## config.mk

```make
export PLATFORM = sky130hd
export DESIGN_NAME = uart_tx_arbiter
export DESIGN_NICKNAME = d
export VERILOG_FILES = /design/src/rtl/uart_tx_arbiter.sv
export SDC_FILE = /design/constraint.sdc
export NUM_CORES = 1
export LEC_CHECK = 0
export ABC_AREA = 1
export CAP_MARGIN = 20
export CORE_MARGIN = 3
export CORE_UTILIZATION = 44
export CTS_BUF_LIST = sky130_fd_sc_hd__clkbuf_2
export CTS_CLUSTER_DIAMETER = 60
export DETAILED_ROUTE_END_ITERATION = 6
export GPL_TIMING_DRIVEN = 0
export PLACE_DENSITY = 0.83
export REMOVE_ABC_BUFFERS = 1
export SYNTH_ARGS = -nofsm -noshare
export SYNTH_HDL_FRONTEND = slang
export SYNTH_SLANG_ARGS = --single-unit
```

## constraint.sdc

```tcl
create_clock -name clock -period 2.6 [get_ports clock]
set_input_delay 0.78 -clock clock [delete_from_list [all_inputs] [get_ports clock]]
set_output_delay 0.78 -clock clock [all_outputs]
set_load 0.01 [all_outputs]
```

## src/rtl/uart_tx_arbiter.sv

```systemverilog
// Round-robin arbiter sharing one UART transmitter; grant/tx_send one cycle after an IDLE request with qualified ready.
// Holds requesters off until ready is stable for two cycles; optional watchdog via UART_TX_ARB_WATCHDOG_EN.
module uart_tx_arbiter #(
  parameter int NUM_REQ        = 4,
  parameter int DATA_W         = 9,
  parameter int TIMEOUT_CYCLES = 32768
) (
  input  logic                       clock,
  input  logic                       reset,
  input  logic [NUM_REQ-1:0]         req,
  input  logic [NUM_REQ*DATA_W-1:0]  req_data,
  output logic [NUM_REQ-1:0]         grant,
  output logic [NUM_REQ-1:0]         done,
  output logic                       tx_send,
  output logic [DATA_W-1:0]          tx_data,
  input  logic                       tx_ready,
  output logic                       busy,
  output logic [$clog2(NUM_REQ)-1:0] owner,
  output logic                       timeout
);

  localparam int IDX_W = $clog2(NUM_REQ);

  typedef enum logic [1:0] {IDLE, ISSUE, WAIT_BUSY, WAIT_IDLE} state_t;

  state_t           state;
  logic [IDX_W-1:0] rr_ptr;
  logic             tx_ready_d;
  logic             rdy_q;
  logic             pick_vld;
  logic [IDX_W-1:0] pick_idx;
  logic [IDX_W-1:0] pick_next;
  logic             wd_hit;

  // A lone high cycle of tx_ready can precede the stop bit, so idle needs two.
  assign rdy_q = tx_ready && tx_ready_d;

  // First set request at or after the pointer; lowest offset wins.
  always_comb begin
    logic [IDX_W:0] cand;
    pick_vld = 1'b0;
    pick_idx = '0;
    cand     = '0;
    for (int k = NUM_REQ - 1; k >= 0; k--) begin
      cand = {1'b0, rr_ptr} + (IDX_W+1)'(k);
      if (cand >= (IDX_W+1)'(NUM_REQ))
        cand = cand - (IDX_W+1)'(NUM_REQ);
      if (req[cand[IDX_W-1:0]]) begin
        pick_vld = 1'b1;
        pick_idx = cand[IDX_W-1:0];
      end
    end
  end

  assign pick_next = (pick_idx == IDX_W'(NUM_REQ - 1)) ? '0 : pick_idx + 1'b1;

`ifdef UART_TX_ARB_WATCHDOG_EN
  localparam int WD_W = $clog2(TIMEOUT_CYCLES + 1);

  logic [WD_W-1:0] wd_cnt;
  logic            in_wait;

  assign in_wait = (state == WAIT_BUSY) || (state == WAIT_IDLE);
  assign wd_hit  = in_wait && (wd_cnt == WD_W'(TIMEOUT_CYCLES - 1));

  always_ff @(posedge clock) begin
    if (reset || !in_wait || wd_hit || (state == WAIT_IDLE && rdy_q))
      wd_cnt <= '0;
    else
      wd_cnt <= wd_cnt + 1'b1;
  end
`else
  assign wd_hit = 1'b0;
`endif

  always_ff @(posedge clock) begin
    if (reset) begin
      state      <= IDLE;
      rr_ptr     <= '0;
      tx_ready_d <= 1'b0;
      grant      <= '0;
      done       <= '0;
      tx_send    <= 1'b0;
      tx_data    <= '0;
      busy       <= 1'b0;
      owner      <= '0;
      timeout    <= 1'b0;
    end else begin
      tx_ready_d <= tx_ready;
      grant      <= '0;
      done       <= '0;
      tx_send    <= 1'b0;
      timeout    <= 1'b0;
      if (wd_hit) begin
        // Frame abandoned: release the owner so the bus cannot lock up.
        timeout <= 1'b1;
        done    <= NUM_REQ'(1) << owner;
        busy    <= 1'b0;
        state   <= IDLE;
      end else begin
        case (state)
          IDLE: begin
            if (rdy_q && pick_vld) begin
              grant   <= NUM_REQ'(1) << pick_idx;
              tx_send <= 1'b1;
              tx_data <= req_data[pick_idx*DATA_W +: DATA_W];
              owner   <= pick_idx;
              busy    <= 1'b1;
              rr_ptr  <= pick_next;
              state   <= ISSUE;
            end
          end
          ISSUE: state <= WAIT_BUSY;
          WAIT_BUSY: begin
            if (!tx_ready)
              state <= WAIT_IDLE;
          end
          WAIT_IDLE: begin
            if (rdy_q) begin
              done  <= NUM_REQ'(1) << owner;
              busy  <= 1'b0;
              state <= IDLE;
            end
          end
          default: state <= IDLE;
        endcase
      end
    end
  end

endmodule
```

==> impl_metrics.toml <==
[floorplan]
start_util_pct = 47.8
io-pin-count = 65
coreArea_um2 = 3150
die_y_um = 64.5
chipWidth_um = 64.5
die_area_um2 = 4160
num_rows = 20

[pwr]
switchingPower_w = 0.000418
power_density_nw_per_um2 = 550
p_clk_share_pct = 20.9
p_int_w = 0.000779
vdd_drop_max_uv = 375
p_seq_share_pct = 38.2
power.share.switching_pct = 34.9
power_w = 0.00120
leakage_nw = 0.933
combPwrFrac_pct = 40.9

[sta]
max_freq_ghz = 0.418
hold_violations = 0
rsz0062_at_grt = "no"
setup-tns-final_ns = 0
fin_hold_ws_ns = 0.492
period_share_pct = 92.1
tightestPinTransition_ns = 0.533
final.setup_skew_ns = 0.00205
final-setup-viol-count = 0
slew_viol_final = 0
setup_slack_ns = 0.206
slew_headroom_pct = 64.4
min_period_ns = 2.39

[route]
first_iter_violations = 73
num_vias = 1585
wl_um = 3620
drc = 0
drtPass1Iterations = 4
drt-wirelength-per-cell_um = 11.5
via_per_inst = 5.02
postRouteAntennaNets = 0

[setup_path]
worstPathMaxFanout = 23
worstSetupPathType = "primary input to register"
rr_worst_depth = 11
cp.arrival_ns = 2.67
cp-end-kind = "register"
r2r-end = "tx_data[6]$_SDFFE_PP0P_"
critPathRequiredTime_ns = 2.87
crit_path_end = "rr_ptr[1]$_SDFFE_PP0P_"
rrSetupSlack_ns = 0.40
critPathLaunchType = "primary input"
worstSetupStartpoint = "req[1]"
r2r-start = "rr_ptr[0]$_SDFFE_PP0P_"

[synthesis]
synth_area_leaders = "dfxtp_1 (35%), nand3_1 (20%), nand2_1 (11%)"
synth.top_cell.area_share_pct = 34.5
avgSynthCellArea_um2 = 7.11
ys_seq_area_share_pct = 34.5
yosysWarnings = 0
syn_inst = 212
syn_area_um2 = 1510
synth.distinct_cells = 30
ys_ff_latch = 26
synth_top_area_cell = "dfxtp_1"

[layout]
postLayoutCoreUtil_pct = 68.9
n_antenna_cell = 0
drive_gt1_share_pct = 11.4
area_delta_synth_final_pct = 44.1
multi_input_area_um2 = 826
nNetsFinal = 321
regArea_um2 = 520
layout_common_cells = "clkdlybuf4s50_1 (63), nand3_1 (60), nand2_1 (44)"
nFillCells = 305
final_common_cell = "clkdlybuf4s50_1"

[place]
io_buffers = 63
hpwl_um = 2780
globalplace.congestion = 0.896
pre_cts_ws_ns = -0.522

[worst_hold_path]
hold_class = "register to register"
min_from = "tx_data[2]$_SDFFE_PP0P_"
whs_path_depth = 2

[global_routing]
antenna_found_initial = 0
grt_usage_pct = 18.8
grt_max_degree = 24
grt_pass1_wl_um = 6370
grt_overflow_total = 0
grt_pass1_vias = 1496

[clocking]
cts_root_buffer = "clkbuf_2"
cts.clk_slew.worst_paths_ns = 0.23
insertion_delay_ns = 0.34
h-tree-depth = 1
cts_buffers = 3
cts_tree = "done"
clock_path_buffers = 2
cts_sinks = 26

[job]
maxCapViolations = 0

[run_status]
status = "complete, no violations"
[power groups by stage]
stage	registers, W	logic [W]	clock network [W]
floorplan	0.000469	0.000313	0
global placement	0.000464	0.000479	0
detailed placement	0.000464	0.000485	0
CTS	0.000457	0.000489	0.000254
global route	0.000462	0.000563	0.000274
finish	0.000457	0.000490	0.000250
[per-stage QoR]
step                cell area [µm²]  std cells
finish                         2170        316
global route                   2170        316
CTS                            2150        313
detailed placement             2100        309
global placement               2100        309
floorplan                      1420        202
[cell families (layout without fill, tap and decap cells)]
logic type,count (synthesis),count (layout),synth area share [%]
simple gates,139,139,45.8
buf+inv,29,89,11.0
compound gates,12,12,4.23
other cells,1,1,0.249
flops,26,26,34.5
fa+ha+maj,5,5,4.15
[synthesized netlist by cell type]
cell and count:
a21oi_1 2, buf_12 1, buf_2 1, buf_4 5, buf_6 1, buf_8 1, clkbuf_1 1, conb_1 1
dfxtp_1 26, ha_1 5, inv_1 14, inv_2 4, inv_4 1, nand2_1 44, nand2_2 11, nand2_4 2
nand3_1 60, nand3_2 1, nand3_4 1, nand3b_1 3, nand4_1 2, nor2_1 10, nor2_2 2, nor3_1 1
nor3_2 1, o211ai_1 1, o21ai_0 5, o21ai_1 3, o22ai_1 1, or2_2 1
[state kept, by name (all words and copies together), names as in the netlist]
register and count:
tx_data 9, tx_send 1, rr_ptr 2, grant 4, state 2, owner 2, done 4, tx_ready_d 1
busy 1
[cell type report]
| type | count | share of cell area [%] |
|---|---|---|
| Sequential cell | 26 | 23.9 |
| Tap cell | 44 | 2.53 |
| Multi-Input combinational cell | 157 | 38.0 |
| Clock buffer | 3 | 0.691 |
| Inverter | 19 | 3.40 |
| Clock inverter | 1 | 1.38 |
| Timing Repair Buffer | 66 | 30.1 |
[routing by layer]
metal / up-vias / wire [µm] / track usage [%]
met3: 4 / 339 / 7.63
met4: 0 / 27 / 3.69
met2: 56 / 1700 / 32.6
met1: 708 / 1550 / 21.7
li1: 817 / - / -
met5: - / 0 / 0
[worst max-delay path: stages]
cell	delay, ns
clkdlybuf4s50_1	0.45
inv_1	0.04
o21ai_1	0.19
nor2_1	0.11
nor2_2	0.13
nand3_4	0.22
nand2_4	0.32
ha_1	0.29
nand2_1	0.07
o21ai_0	0.07
[what timing repair did]
item | in CTS | in global routing
setup buffers | 0 | 3
hold buffers | 0 | 0
resized for setup | 1 | 0
endpoints found under the setup margin | 4 | 5
pin swaps | 0 | 1
endpoints found under the hold margin | 0 | 0
[worst min-delay path by stage]
stage,to,slack [ns]
2_1_floorplan,done[0]$_SDFF_PP0_,0.47
3_3_place_gp,done[0]$_SDFF_PP0_,0.44
3_5_place_dp,done[0]$_SDFF_PP0_,0.46
4_1_cts,tx_data[8]$_SDFFE_PP0P_,0.50
5_1_grt,tx_data[6]$_SDFFE_PP0P_,0.52
6_report,tx_data[2]$_SDFFE_PP0P_,0.49
Note: power is estimated with default switching activity, not from simulation.
